**config.mk**
```make
export PLATFORM = sky130hd
export DESIGN_NAME = typer_feeder
export DESIGN_NICKNAME = d
export VERILOG_FILES = /design/src/rtl/typer_pkg.sv /design/src/rtl/typer_char_fifo.sv /design/src/rtl/typer_feeder.sv
export SDC_FILE = /design/constraint.sdc
export NUM_CORES = 1
export LEC_CHECK = 0
export CAP_MARGIN = 15
export CORE_MARGIN = 3
export CORE_UTILIZATION = 40
export CTS_BUF_LIST = sky130_fd_sc_hd__clkbuf_8
export DETAILED_ROUTE_END_ITERATION = 12
export PLACE_DENSITY_LB_ADDON = 0.12
export SYNTH_ARGS = -nofsm -noshare
export SYNTH_HDL_FRONTEND = slang
export SYNTH_SLANG_ARGS = --single-unit
```
**constraint.sdc**
```tcl
create_clock -name clock -period 3.55 [get_ports clock]
set_input_delay 1.065 -clock clock [delete_from_list [all_inputs] [get_ports clock]]
set_output_delay 1.065 -clock clock [all_outputs]
set_load 0.01 [all_outputs]
```
**src/rtl/typer_pkg.sv**
```systemverilog
// -----------------------------------------------------------------------------
// typer_pkg
// Shared definitions for the text typer front end: default text-area geometry,
// the character codes the feeder interprets, and the feeder FSM state type.
// -----------------------------------------------------------------------------
package typer_pkg;

    // Default text-area geometry: 640 px / 20 px columns, 210 px / 30 px rows.
    localparam int unsigned COLS = 32;
    localparam int unsigned ROWS = 7;

    localparam logic [7:0] CH_NL        = 8'h0A;
    localparam logic [7:0] CH_BS        = 8'h08;
    localparam logic [7:0] CH_SPACE     = 8'h20;
    localparam logic [7:0] CH_PRINT_MAX = 8'h7E;

    typedef enum logic [1:0] {
        IDLE,
        ISSUE,
        WAIT_ACK,
        WAIT_DONE
    } feeder_state_e;

    // True for codes that produce a visible glyph cell.
    function automatic logic is_printable(input logic [7:0] c);
        return (c >= CH_SPACE) && (c <= CH_PRINT_MAX);
    endfunction

endpackage

```
**src/rtl/typer_char_fifo.sv**
```systemverilog
// -----------------------------------------------------------------------------
// typer_char_fifo
// Synchronous DEPTH x 8 character FIFO with a combinational head output.
//
// Ports:
//   clk_i    : clock, all state on posedge
//   rst_ni   : asynchronous active-low reset, flushes the FIFO
//   push_i   : write din_i this cycle (ignored while full)
//   din_i    : byte to write
//   pop_i    : drop the head this cycle (ignored while empty)
//   dout_o   : current head byte (valid when !empty_o)
//   count_o  : occupancy, 0..DEPTH
//   full_o   : count_o == DEPTH
//   empty_o  : count_o == 0
// -----------------------------------------------------------------------------
module typer_char_fifo #(
    parameter int unsigned DEPTH = 16
) (
    input  logic                     clk_i,
    input  logic                     rst_ni,
    input  logic                     push_i,
    input  logic [7:0]               din_i,
    input  logic                     pop_i,
    output logic [7:0]               dout_o,
    output logic [$clog2(DEPTH):0]   count_o,
    output logic                     full_o,
    output logic                     empty_o
);

    localparam int unsigned AW = $clog2(DEPTH);
    localparam logic [AW:0] DEPTH_C = (AW + 1)'(DEPTH);

    logic [7:0]    mem_q [DEPTH];
    logic [AW-1:0] wr_ptr_q, wr_ptr_d;
    logic [AW-1:0] rd_ptr_q, rd_ptr_d;
    logic [AW:0]   count_q, count_d;
    logic          do_push, do_pop;

    // Full is taken from the registered count, so a push while full is refused
    // even when a pop happens in the same cycle.
    assign full_o  = (count_q == DEPTH_C);
    assign empty_o = (count_q == '0);
    assign count_o = count_q;
    assign dout_o  = mem_q[rd_ptr_q];

    assign do_push = push_i && !full_o;
    assign do_pop  = pop_i && !empty_o;

    always_comb begin
        wr_ptr_d = wr_ptr_q;
        rd_ptr_d = rd_ptr_q;
        count_d  = count_q;
        if (do_push) begin
            wr_ptr_d = wr_ptr_q + AW'(1);
        end
        if (do_pop) begin
            rd_ptr_d = rd_ptr_q + AW'(1);
        end
        case ({do_push, do_pop})
            2'b10:   count_d = count_q + (AW + 1)'(1);
            2'b01:   count_d = count_q - (AW + 1)'(1);
            default: count_d = count_q;
        endcase
    end

    always_ff @(posedge clk_i or negedge rst_ni) begin
        if (!rst_ni) begin
            wr_ptr_q <= '0;
            rd_ptr_q <= '0;
            count_q  <= '0;
        end else begin
            wr_ptr_q <= wr_ptr_d;
            rd_ptr_q <= rd_ptr_d;
            count_q  <= count_d;
        end
    end

    // Storage needs no reset: the pointers define what is valid.
    always_ff @(posedge clk_i) begin
        if (do_push) begin
            mem_q[wr_ptr_q] <= din_i;
        end
    end

endmodule

```
**src/rtl/typer_feeder.sv**
```systemverilog
// -----------------------------------------------------------------------------
// typer_feeder
// Upstream stage of the on-screen text typer. Buffers ASCII bytes in a FIFO,
// tracks the text cursor, and issues one glyph at a time to the typer using
// its start/finished handshake. Newlines and line/screen wrap are handled here.
//
// Optional feature macro: TYPER_BACKSPACE_EN
//   defined   : 0x08 moves the cursor back one cell and erases it with a space
//   undefined : 0x08 is discarded like any other control code
//
// Ports:
//   clock                   : system clock, posedge
//   resetn                  : asynchronous active-low reset
//   char_in / char_valid    : producer byte and its valid
//   char_ready              : FIFO can accept (fifo_count < DEPTH)
//   row_num / col_num       : cursor position of the issued glyph
//   character_input         : glyph code to the typer
//   start_writing_character : request to the typer
//   finished_saving_char    : typer idle (1) / busy (0)
//   fifo_count              : FIFO occupancy
//   feeder_busy             : FSM not in IDLE
// -----------------------------------------------------------------------------
module typer_feeder #(
    parameter int unsigned DEPTH = 16,
    parameter int unsigned COLS  = typer_pkg::COLS,
    parameter int unsigned ROWS  = typer_pkg::ROWS
) (
    input  logic                   clock,
    input  logic                   resetn,
    input  logic [7:0]             char_in,
    input  logic                   char_valid,
    output logic                   char_ready,
    output logic [7:0]             row_num,
    output logic [7:0]             col_num,
    output logic [7:0]             character_input,
    output logic                   start_writing_character,
    input  logic                   finished_saving_char,
    output logic [$clog2(DEPTH):0] fifo_count,
    output logic                   feeder_busy
);

    import typer_pkg::*;

    localparam logic [7:0] COL_LAST = 8'(COLS - 1);
    localparam logic [7:0] ROW_LAST = 8'(ROWS - 1);

    feeder_state_e state_q, state_d;

    // Live cursor (next free cell) and the latched position of the glyph in flight.
    logic [7:0] row_q, row_d;
    logic [7:0] col_q, col_d;
    logic [7:0] out_row_q, out_row_d;
    logic [7:0] out_col_q, out_col_d;
    logic [7:0] char_q, char_d;
    logic       start_q, start_d;
    logic       erase_q, erase_d;

    logic       fifo_pop;
    logic [7:0] fifo_head;
    logic       fifo_full;
    logic       fifo_empty;

    typer_char_fifo #(
        .DEPTH (DEPTH)
    ) u_fifo (
        .clk_i   (clock),
        .rst_ni  (resetn),
        .push_i  (char_valid),
        .din_i   (char_in),
        .pop_i   (fifo_pop),
        .dout_o  (fifo_head),
        .count_o (fifo_count),
        .full_o  (fifo_full),
        .empty_o (fifo_empty)
    );

    assign char_ready              = !fifo_full;
    assign row_num                 = out_row_q;
    assign col_num                 = out_col_q;
    assign character_input         = char_q;
    assign start_writing_character = start_q;
    assign feeder_busy             = (state_q != IDLE);

    always_comb begin
        state_d   = state_q;
        row_d     = row_q;
        col_d     = col_q;
        out_row_d = out_row_q;
        out_col_d = out_col_q;
        char_d    = char_q;
        start_d   = 1'b0;
        erase_d   = erase_q;
        fifo_pop  = 1'b0;

        case (state_q)
            IDLE: begin
                // Waiting for finished high also covers a reset taken while the
                // typer was still drawing: nothing is issued until it is idle.
                if (!fifo_empty && finished_saving_char) begin
                    fifo_pop = 1'b1;
                    if (fifo_head == CH_NL) begin
                        col_d = '0;
                        row_d = (row_q == ROW_LAST) ? '0 : row_q + 8'd1;
                    end else if (is_printable(fifo_head)) begin
                        char_d    = fifo_head;
                        out_row_d = row_q;
                        out_col_d = col_q;
                        erase_d   = 1'b0;
                        state_d   = ISSUE;
                    end
`ifdef TYPER_BACKSPACE_EN
                    else if (fifo_head == CH_BS && (row_q != '0 || col_q != '0)) begin
                        // Step back first, then blank the cell we landed on; the
                        // cursor stays there because WAIT_DONE skips the advance.
                        if (col_q != '0) begin
                            col_d = col_q - 8'd1;
                        end else begin
                            row_d = row_q - 8'd1;
                            col_d = COL_LAST;
                        end
                        char_d    = CH_SPACE;
                        out_row_d = row_d;
                        out_col_d = col_d;
                        erase_d   = 1'b1;
                        state_d   = ISSUE;
                    end
`endif
                end
            end

            ISSUE: begin
                start_d = 1'b1;
                state_d = WAIT_ACK;
            end

            WAIT_ACK: begin
                if (!finished_saving_char) begin
                    state_d = WAIT_DONE;
                end else begin
                    start_d = 1'b1;
                end
            end

            WAIT_DONE: begin
                if (finished_saving_char) begin
                    if (!erase_q) begin
                        if (col_q == COL_LAST) begin
                            col_d = '0;
                            row_d = (row_q == ROW_LAST) ? '0 : row_q + 8'd1;
                        end else begin
                            col_d = col_q + 8'd1;
                        end
                    end
                    erase_d = 1'b0;
                    state_d = IDLE;
                end
            end

            default: state_d = IDLE;
        endcase
    end

    always_ff @(posedge clock or negedge resetn) begin
        if (!resetn) begin
            state_q   <= IDLE;
            row_q     <= '0;
            col_q     <= '0;
            out_row_q <= '0;
            out_col_q <= '0;
            char_q    <= '0;
            start_q   <= 1'b0;
            erase_q   <= 1'b0;
        end else begin
            state_q   <= state_d;
            row_q     <= row_d;
            col_q     <= col_d;
            out_row_q <= out_row_d;
            out_col_q <= out_col_d;
            char_q    <= char_d;
            start_q   <= start_d;
            erase_q   <= erase_d;
        end
    end

endmodule

```
### Yosys cells after proc, flatten, opt, wreduce, memory -nomap -nowiden

Memory sizes are Yosys's and may differ from the RTL's.
Cells that the tools add are included.

| cells by class | value |
|---|---|
| add/subtract/negate cells | 6 |
| order comparisons | 2 |
| equal/unequal tests | 17 |
| multiplexer cells | 31 |
| bitwise operators | 1 |
| reduce and logical (&&, ||, !) cells | 16 |

Operators by type and width:

| cell | number |
|---|---|
| $mux 8 | 11 |
| $pmux 8 s2 | 2 |
| $add 8x1->8 const B | 2 |
| $ne 2x2->1 const B | 8 |
| $reduce_and 5->1 | 3 |
| $mux 2 | 5 |
| $pmux 5 s2 | 1 |
| $mux 1 | 9 |
| $add 4x1->4 const B | 2 |
| $eq 8x3->1 const B | 1 |
| $eq 8x4->1 const B | 1 |
| $eq 8x5->1 const B | 1 |
| $ge 8x6->1 const B | 1 |
| $le 8x7->1 const B | 1 |
| $pmux 2 s4 | 1 |
| $eq 2x2->1 const B | 3 |
| $reduce_and 6->1 | 1 |
| $reduce_bool 2->1 | 3 |
| $add 5x1->5 const B | 1 |
| $eq 5x5->1 const B | 1 |
| $logic_not 5->1 | 1 |
| $sub 5x1->5 const B | 1 |
| $eq 2x1->1 const B | 2 |
| $logic_and 1x1->1 | 4 |
| other kinds (5) | 7 |

| storage, ports and cells | value |
|---|---|
| register bits after elaboration | 57 |
| bits in writable memories | 128 |
| bits of input ports | 12 |
| word-level logic and storage cells | 85 |
| memories kept | 1 |

Memories:

| name | depth | bits a word | rd ports | clocked after memory_dff | write ports | line | source |
|---|---|---|---|---|---|---|---|
| u_fifo.mem_q | 16 | 8 | 1 | 0 | 1 | typer_char_fifo.sv:33 | `logic [7:0] mem_q [DEPTH];` |

### Depth between registers and ports, before layout

Gate-level depths: netlist of the first run.

| depth | value |
|---|---|
| word-level depth | 8 |
| mapped depth | 14 |
| depth with buffers taken out | 13 |

### Hierarchy

Synthesis of the first run repeated with hierarchy kept, for this count alone.

| unflattened totals | value |
|---|---|
| cell total of the unflattened synthesis | 501 |
| area, all modules | 7901.3 µm² |

Modules (own cells, without submodules):

| module | times used | cells each | area an instance (µm²) | sequential area each (µm²) |
|---|---|---|---|---|
| typer_char_fifo | 1 | 332 | 5779.3 | 4169.0 |
| typer_feeder | 1 | 169 | 2122.0 | 1076.0 |

### Worst setup path before layout of the first run

Ideal clock, no wire load.

| timing | value |
|---|---|
| path type | input-to-reg |
| from | in finished_saving_char |
| to | reg u_fifo.count_q[4] (netlist: u_fifo.count_o[4]) |
| data arrival time | 2896 ps |
| required time | 3427 ps |
| setup slack | 532 ps |
| cell stages on the path | 12 |
| path buffers | 1 |
| cells stage by stage | a21boi_0 and2_1 clkbuf_1 ha_1 inv_1 fa_1 inv_1 a21o_1 a21oi_1 xnor2_1 nor2_1 xnor2_1 |

| on the way | value |
|---|---|
| word-level cells in the longest chain between the ends | 6 |
| elaborated cells between the ends (all ways) | 8 |

RTL lines:

| what | line | source |
|---|---|---|
| start: declaration | typer_feeder.sv:37 | `input logic finished_saving_char,` |
| $logic_and 1x1->1 (*) | typer_feeder.sv:99 | `if (!fifo_empty && finished_saving_char) begin` |
| $mux 1 (*) | typer_feeder.sv:99 |  |
| $mux 1 (*) | typer_feeder.sv:95 | `case (state_q)` |
| $logic_and 1x1->1 (*) | typer_char_fifo.sv:47 | `assign do_pop = pop_i && !empty_o;` |
| named net u_fifo.do_pop | typer_char_fifo.sv:37 | `logic do_push, do_pop;` |
| $eq 2x1->1 / $eq 2x2->1 (equally long branches) | typer_char_fifo.sv:59 | `case ({do_push, do_pop})` |
| $pmux 5 s2 / $reduce_bool 2->1 (equally long branches) | - |  |
| end signal: assignment | typer_char_fifo.sv:74 | `count_q <= count_d;` |
| end: declaration | typer_char_fifo.sv:36 | `logic [AW:0] count_q, count_d;` |

The timed path passes the listed nets; every way through them passes the cells marked *.
A chain may end at the register's enable or synchronous reset.

### Worst setup path after layout of the first run

| timing | value |
|---|---|
| from | reg u_fifo.rd_ptr_q[0] |
| to | reg row_q[4] |

| on the way | value |
|---|---|
| word-level cells in the longest chain between the ends | 4 |

RTL lines:

| what | line | source |
|---|---|---|
| start: declaration | typer_char_fifo.sv:35 | `logic [AW-1:0] rd_ptr_q, rd_ptr_d;` |
| start signal: assignment | typer_char_fifo.sv:73 | `rd_ptr_q <= rd_ptr_d;` |
| $mem_v2 16x8 | - |  |
| $eq 8x4->1 | typer_feeder.sv:101 | `if (fifo_head == CH_NL) begin` |
| $ne 2x2->1 (no source line) | - |  |
| $reduce_and 6->1 (no source line) | - |  |
| end signal: assignment | typer_feeder.sv:175 | `row_q <= row_d;` |
| end: declaration | typer_feeder.sv:50 | `logic [7:0] row_q, row_d;` |

No other way between the ends.

==> results of run 1 <==
## cell usage after synthesis (all sizes together), types with 2 or more instances
| library cell | number | share of area (%) |
|---|---|---|
| mux4 | 32 | 9.3 |
| o41ai | 6 | 0.87 |
| or3 | 2 | 0.16 |
| a21oi | 4 | 0.26 |
| ha | 17 | 2.7 |
| clkbuf | 10 | 0.48 |
| nand4 | 3 | 0.24 |
| a21o | 5 | 0.48 |
| nand3b | 3 | 0.29 |
| inv | 13 | 0.63 |
| nor4 | 3 | 0.44 |
| nor3 | 6 | 0.39 |
| edfxtp | 128 | 50 |
| nand2 | 25 | 1.2 |
| o211ai | 2 | 0.19 |
| and3 | 5 | 0.40 |
| a22oi | 16 | 1.5 |
| o31ai | 6 | 0.58 |
| xor2 | 5 | 0.56 |
| nor2b | 5 | 0.40 |
| nor2 | 21 | 1.0 |
| or2 | 2 | 0.19 |
| buf | 13 | 1.1 |
| dfrtp | 56 | 18 |
| nand3 | 8 | 0.52 |
| xnor2 | 8 | 0.90 |
| o22ai | 2 | 0.16 |
| nand2b | 2 | 0.16 |
| and2 | 4 | 0.32 |
| mux2 | 26 | 3.8 |
| o21ai | 20 | 1.3 |
## routing by layer
| layer | GRT usage (%) | vias to the layer above | routed length (um) |
|---|---|---|---|
| met5 | 0 | - | 0 |
| met4 | 3.846 | 0 | 121 |
| met3 | 4.060 | 7 | 542 |
| met2 | 23.81 | 83 | 7449 |
| met1 | 21.21 | 2191 | 7091 |
| li1 | - | 1969 | - |
## report_power, final
group          leakage, nW  switching (W)  internal, W
clock network        0.189       0.000734     0.000627
logic                 1.26        0.00132      0.00123
registers             1.88       0.000260      0.00264
## per-stage QoR
stage | utilization [%] | instance area [um2] | total power, W | hold WS, ns
after floorplan | - | 7762 | 0.004612 | 0.4804
after global placement | 45.97 | 8685 | 0.005475 | 0.4705
after detailed placement | 45.97 | 8685 | 0.005532 | 0.4795
after CTS | 48.01 | 9070 | 0.006910 | 0.4969
after global routing | 48.01 | 9070 | 0.007269 | 0.4926
final | 48.01 | 9070 | 0.006805 | 0.4896
## sequential cells by signal, indices dropped and copies added (netlist names)
name and flops:
character_input 8, u_fifo.mem_q 128, col_q 8, u_fifo.wr_ptr_q 4, row_num 8, col_num 8
start_writing_character 1, u_fifo.count_o 5, state_q 2, row_q 8, u_fifo.rd_ptr_q 4
## cell type report
class,count,area [um2]
Inverter,13,48.80
Tap cell,260,325.3
Clock inverter,15,151.4
Fill cell,1651,9823
Multi-Input combinational cell,251,2354
Timing Repair Buffer,76,710.7
Clock buffer,17,234.0
Sequential cell,184,5246
## logic make-up (layout without fill, tap and decap cells)
logic type      Yosys count  in the layout
simple gates             92             92
fa+ha+maj                18             18
compound gates           69             69
mux                      59             59
xor+xnor                 13             13
flops                   184            184
buf+inv                  36            121
## worst max path at each step
| stage | from | endpoint | slack, ns | cells after the start |
|---|---|---|---|---|
| final | u_fifo.rd_ptr_q[0]$_DFFE_PN0P_ | row_q[4]$_DFFE_PN0P_ | 0.40 | 8 |
| after CTS | u_fifo.rd_ptr_q[0]$_DFFE_PN0P_ | row_q[4]$_DFFE_PN0P_ | 0.34 | 9 |
| after global placement | finished_saving_char | u_fifo.count_o[4]$_DFFE_PN0P_ | 0.19 | 12 |
| after global routing | u_fifo.rd_ptr_q[0]$_DFFE_PN0P_ | row_q[5]$_DFFE_PN0P_ | 0.14 | 9 |
| after detailed placement | finished_saving_char | u_fifo.count_o[4]$_DFFE_PN0P_ | 0.14 | 12 |
| after floorplan | finished_saving_char | u_fifo.count_o[4]$_DFFE_PN0P_ | 0.53 | 12 |
## worst min-delay path: stages (launching register included)
cell	delay (ns)
dfrtp_1	0.36
nand2_1	0.05
o21ai_0	0.06
==> flow_summary.json, run 1 <==
{
  "dp_cells": 784,
  "track_usage_pct": 15.15,
  "yosys.area_share.simple_pct": 6.061,
  "max_stage_delay_ns": 0.62,
  "cp_num_buf_inv": 1,
  "cts.clk_slew.worst_paths_ns": 0.09,
  "finalHoldViolations": 0,
  "cts_buffers": 17,
  "area_delta_synth_final_pct": 16.84,
  "die-area_mm2": 0.02111,
  "drive_gt1_share_pct": 23.20,
  "dr.pass1.iters": 4,
  "clock_sinks": 184,
  "end_kind": "register",
  "io_buffers": 43,
  "routedWlPerCell_um": 18.63,
  "synth-main-ff-cell": "edfxtp_1",
  "vias_per_cell": 5.208,
  "avgSynthCellArea_um2": 16.48,
  "fin_skew_ns": 0.01761,
  "clk_path_buf_depth": 2,
  "initial_core_util_pct": 41.09,
  "htree_levels": 4,
  "routed_wirelength_mm": 15.20,
  "cellLeakagePower_nw": 3.328,
  "drc_errors": 0,
  "start_kind": "register",
  "hold_buffers": 0,
  "synth.cell_area_mm2": 0.007762,
  "antennaDiodeCount": 0,
  "fin_tns_setup_ns": 0,
  "hold_end": "row_num[0]$_DFFE_PN0P_",
  "critical_path_class": "reg -> reg",
  "insertion_delay_ns": 0.46,
  "place_ws_ns": 0.1423,
  "post-route-min-period_ns": 3.147,
  "crit_family": "simple AND/OR/NAND/NOR gates",
  "drt_iter0_drc": 205,
  "fin_ws_ns": 0.4033,
  "die_y_um": 145.3,
  "synth_compound_area_share_pct": 6.512,
  "worstReg2RegEnd": "row_q[4]$_DFFE_PN0P_",
  "cp.arrival_ns": 3.52,
  "layout_common_cells": "128 x edfxtp_1, 55 x dfrtp_1, 42 x clkdlybuf4s50_1, 32 x mux4_2, 30 x buf_4",
  "ant_nets": 0,
  "slew_headroom_pct": 54.86,
  "boundaryPins": 44,
  "reg2reg_depth": 8,
  "grt_max_degree": 41,
  "postSynth.asyncResetShare_pct": 30.43,
  "num_vias": 4250,
  "rrSetupSlack_ns": 0.40,
  "seq_area_frac_synth_pct": 67.57,
  "grt_pass1_wl_mm": 24.92,
  "antenna_found_initial": 0,
  "yosys.area_share.xor_xnor_pct": 1.467,
  "yosysWarnings": 0,
  "worst_path_max_delay_cell": "dfrtp_2",
  "hold_path_class": "reg -> reg",
  "worst-slew-pin-transition_ns": 0.6746,
  "grt_pass1_vias": 4386,
  "max_freq_mhz": 317.8,
  "nets": 573,
  "coreArea_mm2": 0.01889,
  "routabilityCongestion": 0.7575,
  "synth_fp_nets": 501,
  "ys_types": 50,
  "cp.required_ns": 3.92,
  "cts-resized-gates": 0,
  "worstHoldStart": "row_num[0]$_DFFE_PN0P_",
  "synth-edff-count": 128,
  "synth_cells": 471,
  "post_cts_buffers": 0,
  "finalCritPeriodShare_pct": 88.64,
  "die_w_um": 145.3,
  "std_cell_rows": 50,
  "finalMaxSlewViolations": 0,
  "dpl.hpwl_mm": 10.68,
  "path_cells": "mux4_2 -> a22oi_1 -> nand2_1 -> nor4_4 -> a41oi_4 -> buf_4 -> nor4_1 -> xor2_1",
  "final_common_cell": "edfxtp_1",
  "layout.cells.non_filler": 816,
  "root_buffer": "clkbuf_8",
  "ys_ff_latch": 184,
  "cp_max_fo": 12,
  "synth.mux.area_fraction_pct": 13.19,
  "synth_top_family_by_area": "multiplexers",
  "worst_hold_path.num_cells": 2,
  "worstReg2RegStart": "u_fifo.rd_ptr_q[0]$_DFFE_PN0P_",
  "setup_viol": 0,
  "ir_worst_vdd_mv": 0.2810,
  "synth_adder_area_share_pct": 2.998,
  "status": "complete, no violations",
  "pwr_density_cell_mw_per_mm2": 750.3,
  "cts_tree": "done",
  "grt-ovfl-total": 0,
  "maxCapViolations": 0,
  "rsz0062_at_grt": "no"
}
(Power assumes the default switching activity.)
==> run 2, diff against run 1 <==
Settings changed: DONT_BUFFER_PORTS set to 1.
==> flow_summary.json, run 2 (same netlist as run 1, synthesis figures left out) <==
{
  "status": "complete, no violations",
  "drt_iter0_drc": 226,
  "die-area_mm2": 0.02111,
  "die_w_um": 145.3,
  "fin_skew_ns": 0.01407,
  "std_cell_rows": 50,
  "dpl.hpwl_mm": 10.30,
  "cp.arrival_ns": 3.40,
  "cts_tree": "done",
  "ir_worst_vdd_mv": 0.2820,
  "post-route-min-period_ns": 3.057,
  "end_kind": "register",
  "routed_wirelength_mm": 15.59,
  "die_y_um": 145.3,
  "grt_pass1_wl_mm": 24.68,
  "max_freq_mhz": 327.1,
  "root_buffer": "clkbuf_8",
  "track_usage_pct": 15.37,
  "grt-ovfl-total": 0,
  "clk_path_buf_depth": 2,
  "critical_path_class": "reg -> reg",
  "layout_common_cells": "128 x edfxtp_1, 55 x dfrtp_1, 32 x mux4_2, 26 x mux2_2",
  "insertion_delay_ns": 0.45,
  "boundaryPins": 44,
  "post_cts_buffers": 0,
  "num_vias": 4065,
  "power_w": 0.006651,
  "hold_buffers": 0,
  "setup_viol": 0,
  "fin_hold_ws_ns": 0.2923,
  "grt_max_degree": 57,
  "drive_gt1_share_pct": 24.46,
  "regMostFlops": "u_fifo.mem_q",
  "maxCapViolations": 0,
  "drc_errors": 0,
  "fill_cells": 1673,
  "antenna_found_initial": 0,
  "coreArea_mm2": 0.01889,
  "initial_core_util_pct": 41.09,
  "io_buffers": 0,
  "finalCritPeriodShare_pct": 86.10,
  "hold_path_class": "in -> async",
  "fin_util_pct": 45.62,
  "nets": 524,
  "largest_reg_flops": 128,
  "rsz0062_at_grt": "no",
  "worst-slew-pin-transition_ns": 0.6313,
  "cts_buffers": 17,
  "ant_nets": 0,
  "cts.clk_slew.worst_paths_ns": 0.10,
  "cellLeakagePower_nw": 3.155,
  "critPathLaunch": "u_fifo.rd_ptr_q[0]$_DFFE_PN0P_",
  "final_common_cell": "edfxtp_1",
  "finalHoldViolations": 0,
  "fin_tns_setup_ns": 0,
  "start_kind": "register",
  "htree_levels": 4,
  "dr.pass1.iters": 4,
  "antennaDiodeCount": 0,
  "pwr_density_cell_mw_per_mm2": 771.6,
  "cp_max_fo": 15,
  "routedWlPerCell_um": 20.32,
  "slew_headroom_pct": 57.45,
  "cts-resized-gates": 0,
  "routabilityCongestion": 0.7659,
  "grt_pass1_vias": 4190,
  "finalMaxSlewViolations": 0,
  "cp.required_ns": 3.90,
  "vias_per_cell": 5.300,
  "worstReg2RegStart": "u_fifo.rd_ptr_q[0]$_DFFE_PN0P_",
  "clock_sinks": 184,
  "area_delta_synth_final_pct": 11.04
}
run 2: path summary, 6_finish.rpt:
kind | end | slack [ns] | depth (start not counted)
max | col_q[5]$_DFFE_PN0P_ | 0.49 | 8
min | u_fifo.count_o[2]$_DFFE_PN0P_ | 0.29 | 0
max reg2reg | col_q[5]$_DFFE_PN0P_ | 0.49 | 8
min reg2reg | row_q[6]$_DFFE_PN0P_ | 0.55 | 1
max in group asynchronous | col_num[2]$_DFFE_PN0P_ | 3.14 | 0
min in group clock | row_q[6]$_DFFE_PN0P_ | 0.55 | 1
run 2: stage by stage:
stage | instance area, um2 | worst slack [ns] | std cells
floorplan | 7762 | 0.5320 | 471
global placement | 8202 | 0.5089 | 735
detailed placement | 8202 | 0.4656 | 735
CTS | 8620 | 0.4546 | 767
global route | 8620 | 0.2056 | 767
finish | 8620 | 0.4933 | 767
run 2: report_power, final:
part           internal, W  total (W)  switching [W]
Clock             0.000721    0.00148       0.000758
Sequential         0.00264    0.00292       0.000285
Combinational      0.00101    0.00225        0.00124
Total              0.00437    0.00665        0.00228
run 2: critical path: stages (launching register included):
cell and delay, ns:
dfrtp_2 0.40, buf_4 0.30, mux4_2 0.54, a22oi_1 0.18, nand2_1 0.15, nor4_4 0.35
a41oi_4 0.29, or2_4 0.41, o41ai_1 0.31
run 2: cell type report:
type,count,area [um2],share of cell area [%]
clock inverters,14,170.2,1.974
repair buffers,27,227.7,2.642
inverters,13,48.80,0.5661
flip-flops and latches,184,5246,60.87
well taps,260,325.3,3.774
multi-input cells,251,2354,27.30
clock buffers,18,247.7,2.874
run 2: per-layer routing:
metal | vias to the layer above | track usage (%) | wire length (um)
li1 | 1871 | - | -
met1 | 2104 | 20.82 | 7112
met2 | 76 | 24.73 | 7550
met3 | 14 | 3.904 | 718
met4 | 0 | 4.606 | 204
met5 | - | 0 | 0
==> run 3, diff against run 2 <==
Settings changed: CORE_ASPECT_RATIO set to 1.2.
==> flow_summary.json, run 3 (same netlist as run 1, synthesis figures left out) <==
{
  "drive_gt1_share_pct": 24.21,
  "cp.required_ns": 3.89,
  "cts.clk_slew.worst_paths_ns": 0.10,
  "routabilityCongestion": 0.7942,
  "layout_common_cells": "128 x edfxtp_1, 55 x dfrtp_1, 32 x mux4_2, 26 x mux2_2, 25 x nand2_1",
  "max_freq_mhz": 321.3,
  "grt-ovfl-total": 0,
  "coreArea_mm2": 0.01892,
  "antenna_found_initial": 0,
  "worstReg2RegEnd": "row_q[1]$_DFFE_PN0P_",
  "hold_buffers": 0,
  "boundaryPins": 44,
  "nets": 521,
  "die_y_um": 158.6,
  "num_vias": 4059,
  "finalCritPeriodShare_pct": 87.67,
  "reg2reg_depth": 8,
  "io_buffers": 0,
  "cp_max_fo": 35,
  "ir_worst_vdd_mv": 0.2606,
  "hold_path_class": "in -> async",
  "dr.pass1.iters": 4,
  "maxCapViolations": 0,
  "start_kind": "register",
  "routedWlPerCell_um": 20.23,
  "cellLeakagePower_nw": 3.131,
  "status": "complete, no violations",
  "dpl.hpwl_mm": 10.41,
  "clk_path_buf_depth": 2,
  "worst_path_max_delay_cell": "mux4_2",
  "path_cells": "buf_12 -> mux4_2 -> a22oi_1 -> nand2_1 -> nor4_4 -> a41oi_4 -> nor3_1 -> mux2_2",
  "regMostFlops": "u_fifo.mem_q",
  "cts-resized-gates": 0,
  "root_buffer": "clkbuf_8",
  "worst-slew-pin-transition_ns": 0.4720,
  "fin_util_pct": 45.35,
  "rsz0062_at_grt": "no",
  "critPathLaunch": "u_fifo.rd_ptr_q[0]$_DFFE_PN0P_",
  "finalHoldViolations": 0,
  "routed_wirelength_mm": 15.37,
  "end_kind": "register",
  "insertion_delay_ns": 0.46,
  "htree_levels": 4,
  "drt_iter0_drc": 241,
  "final_common_cell": "edfxtp_1",
  "std_cell_rows": 55,
  "slew_headroom_pct": 68.43,
  "critical_path_class": "reg -> reg",
  "cp.arrival_ns": 3.46,
  "fin_skew_ns": 0.01486,
  "grt_max_degree": 57,
  "setup_viol": 0,
  "drc_errors": 0,
  "die-area_mm2": 0.02112,
  "rrSetupSlack_ns": 0.44,
  "cts_buffers": 17,
  "cts_tree": "done",
  "vias_per_cell": 5.341,
  "die_w_um": 133.2,
  "clock_sinks": 184,
  "fin_ws_ns": 0.4376,
  "fin_hold_ws_ns": 0.2876,
  "crit_end": "row_q[1]$_DFFE_PN0P_",
  "max_stage_delay_ns": 0.55,
  "largest_reg_flops": 128,
  "pwr_density_cell_mw_per_mm2": 762.7,
  "fin_tns_setup_ns": 0,
  "finalMaxSlewViolations": 0,
  "place_ws_ns": 0.4005,
  "antennaDiodeCount": 0,
  "track_usage_pct": 15.39,
  "ant_nets": 0,
  "worstReg2RegStart": "u_fifo.rd_ptr_q[0]$_DFFE_PN0P_",
  "post-route-min-period_ns": 3.112,
  "grt_pass1_vias": 4297,
  "area_delta_synth_final_pct": 10.56,
  "post_cts_buffers": 0,
  "grt_pass1_wl_mm": 24.38,
  "initial_core_util_pct": 41.02
}
==> run 3: metal layers <==
layer / share of wire, % / up-vias / track usage [%]
met5: 0 / - / 0
met4: 1.9 / 0 / 6.124
met3: 4.0 / 19 / 3.698
met2: 53 / 68 / 27.54
met1: 41 / 2109 / 18.00
li1: - / 1863 / -
==> run 3: area by class of cell <==
cell class              count  area (um2)
fillers                  1672       10340
multi-input cells         251        2354
clock inverters            15       161.4
repair buffers             24       217.7
well taps                 256       320.3
inverters                  13       48.80
flip-flops and latches    184        5246
clock buffers              17       234.0
==> run 3: stage by stage <==
stage | total power [W] | area, um2 | std cells
global placement | 0.005230 | 8187 | 728
detailed placement | 0.005266 | 8187 | 728
floorplan | 0.004612 | 7762 | 471
CTS | 0.006666 | 8582 | 760
finish | 0.006546 | 8582 | 760
global route | 0.006974 | 8582 | 760
==> run 3: how the worst min path moves through the flow <==
stage	to	slack (ns)	from
5_1_grt	start_writing_character$_DFF_PN0_	0.24	resetn
6_report	col_q[0]$_DFFE_PN0P_	0.29	resetn
3_3_place_gp	u_fifo.rd_ptr_q[3]$_DFFE_PN0P_	0.51	u_fifo.rd_ptr_q[3]$_DFFE_PN0P_
3_5_place_dp	col_q[2]$_DFFE_PN0P_	0.53	col_q[2]$_DFFE_PN0P_
4_1_cts	col_num[4]$_DFFE_PN0P_	0.24	resetn
2_1_floorplan	row_q[6]$_DFFE_PN0P_	0.48	row_q[6]$_DFFE_PN0P_
==> run 3: report_power, final <==
group	leakage [nW]	internal [W]	switching (W)
logic	1.05	0.000998	0.00124
registers	1.88	0.00264	0.000293
clock network	0.195	0.000584	0.000792
==> run 3: critical path: cells and delay by family, from the launching register on <==
kind                   cells  cell delay, ns
AO/OA/AOI/OAI              2            0.51
buffers and inverters      1            0.29
flip-flops                 1            0.38
multiplexers               2            0.92
AND/OR/NAND/NOR            3            0.89
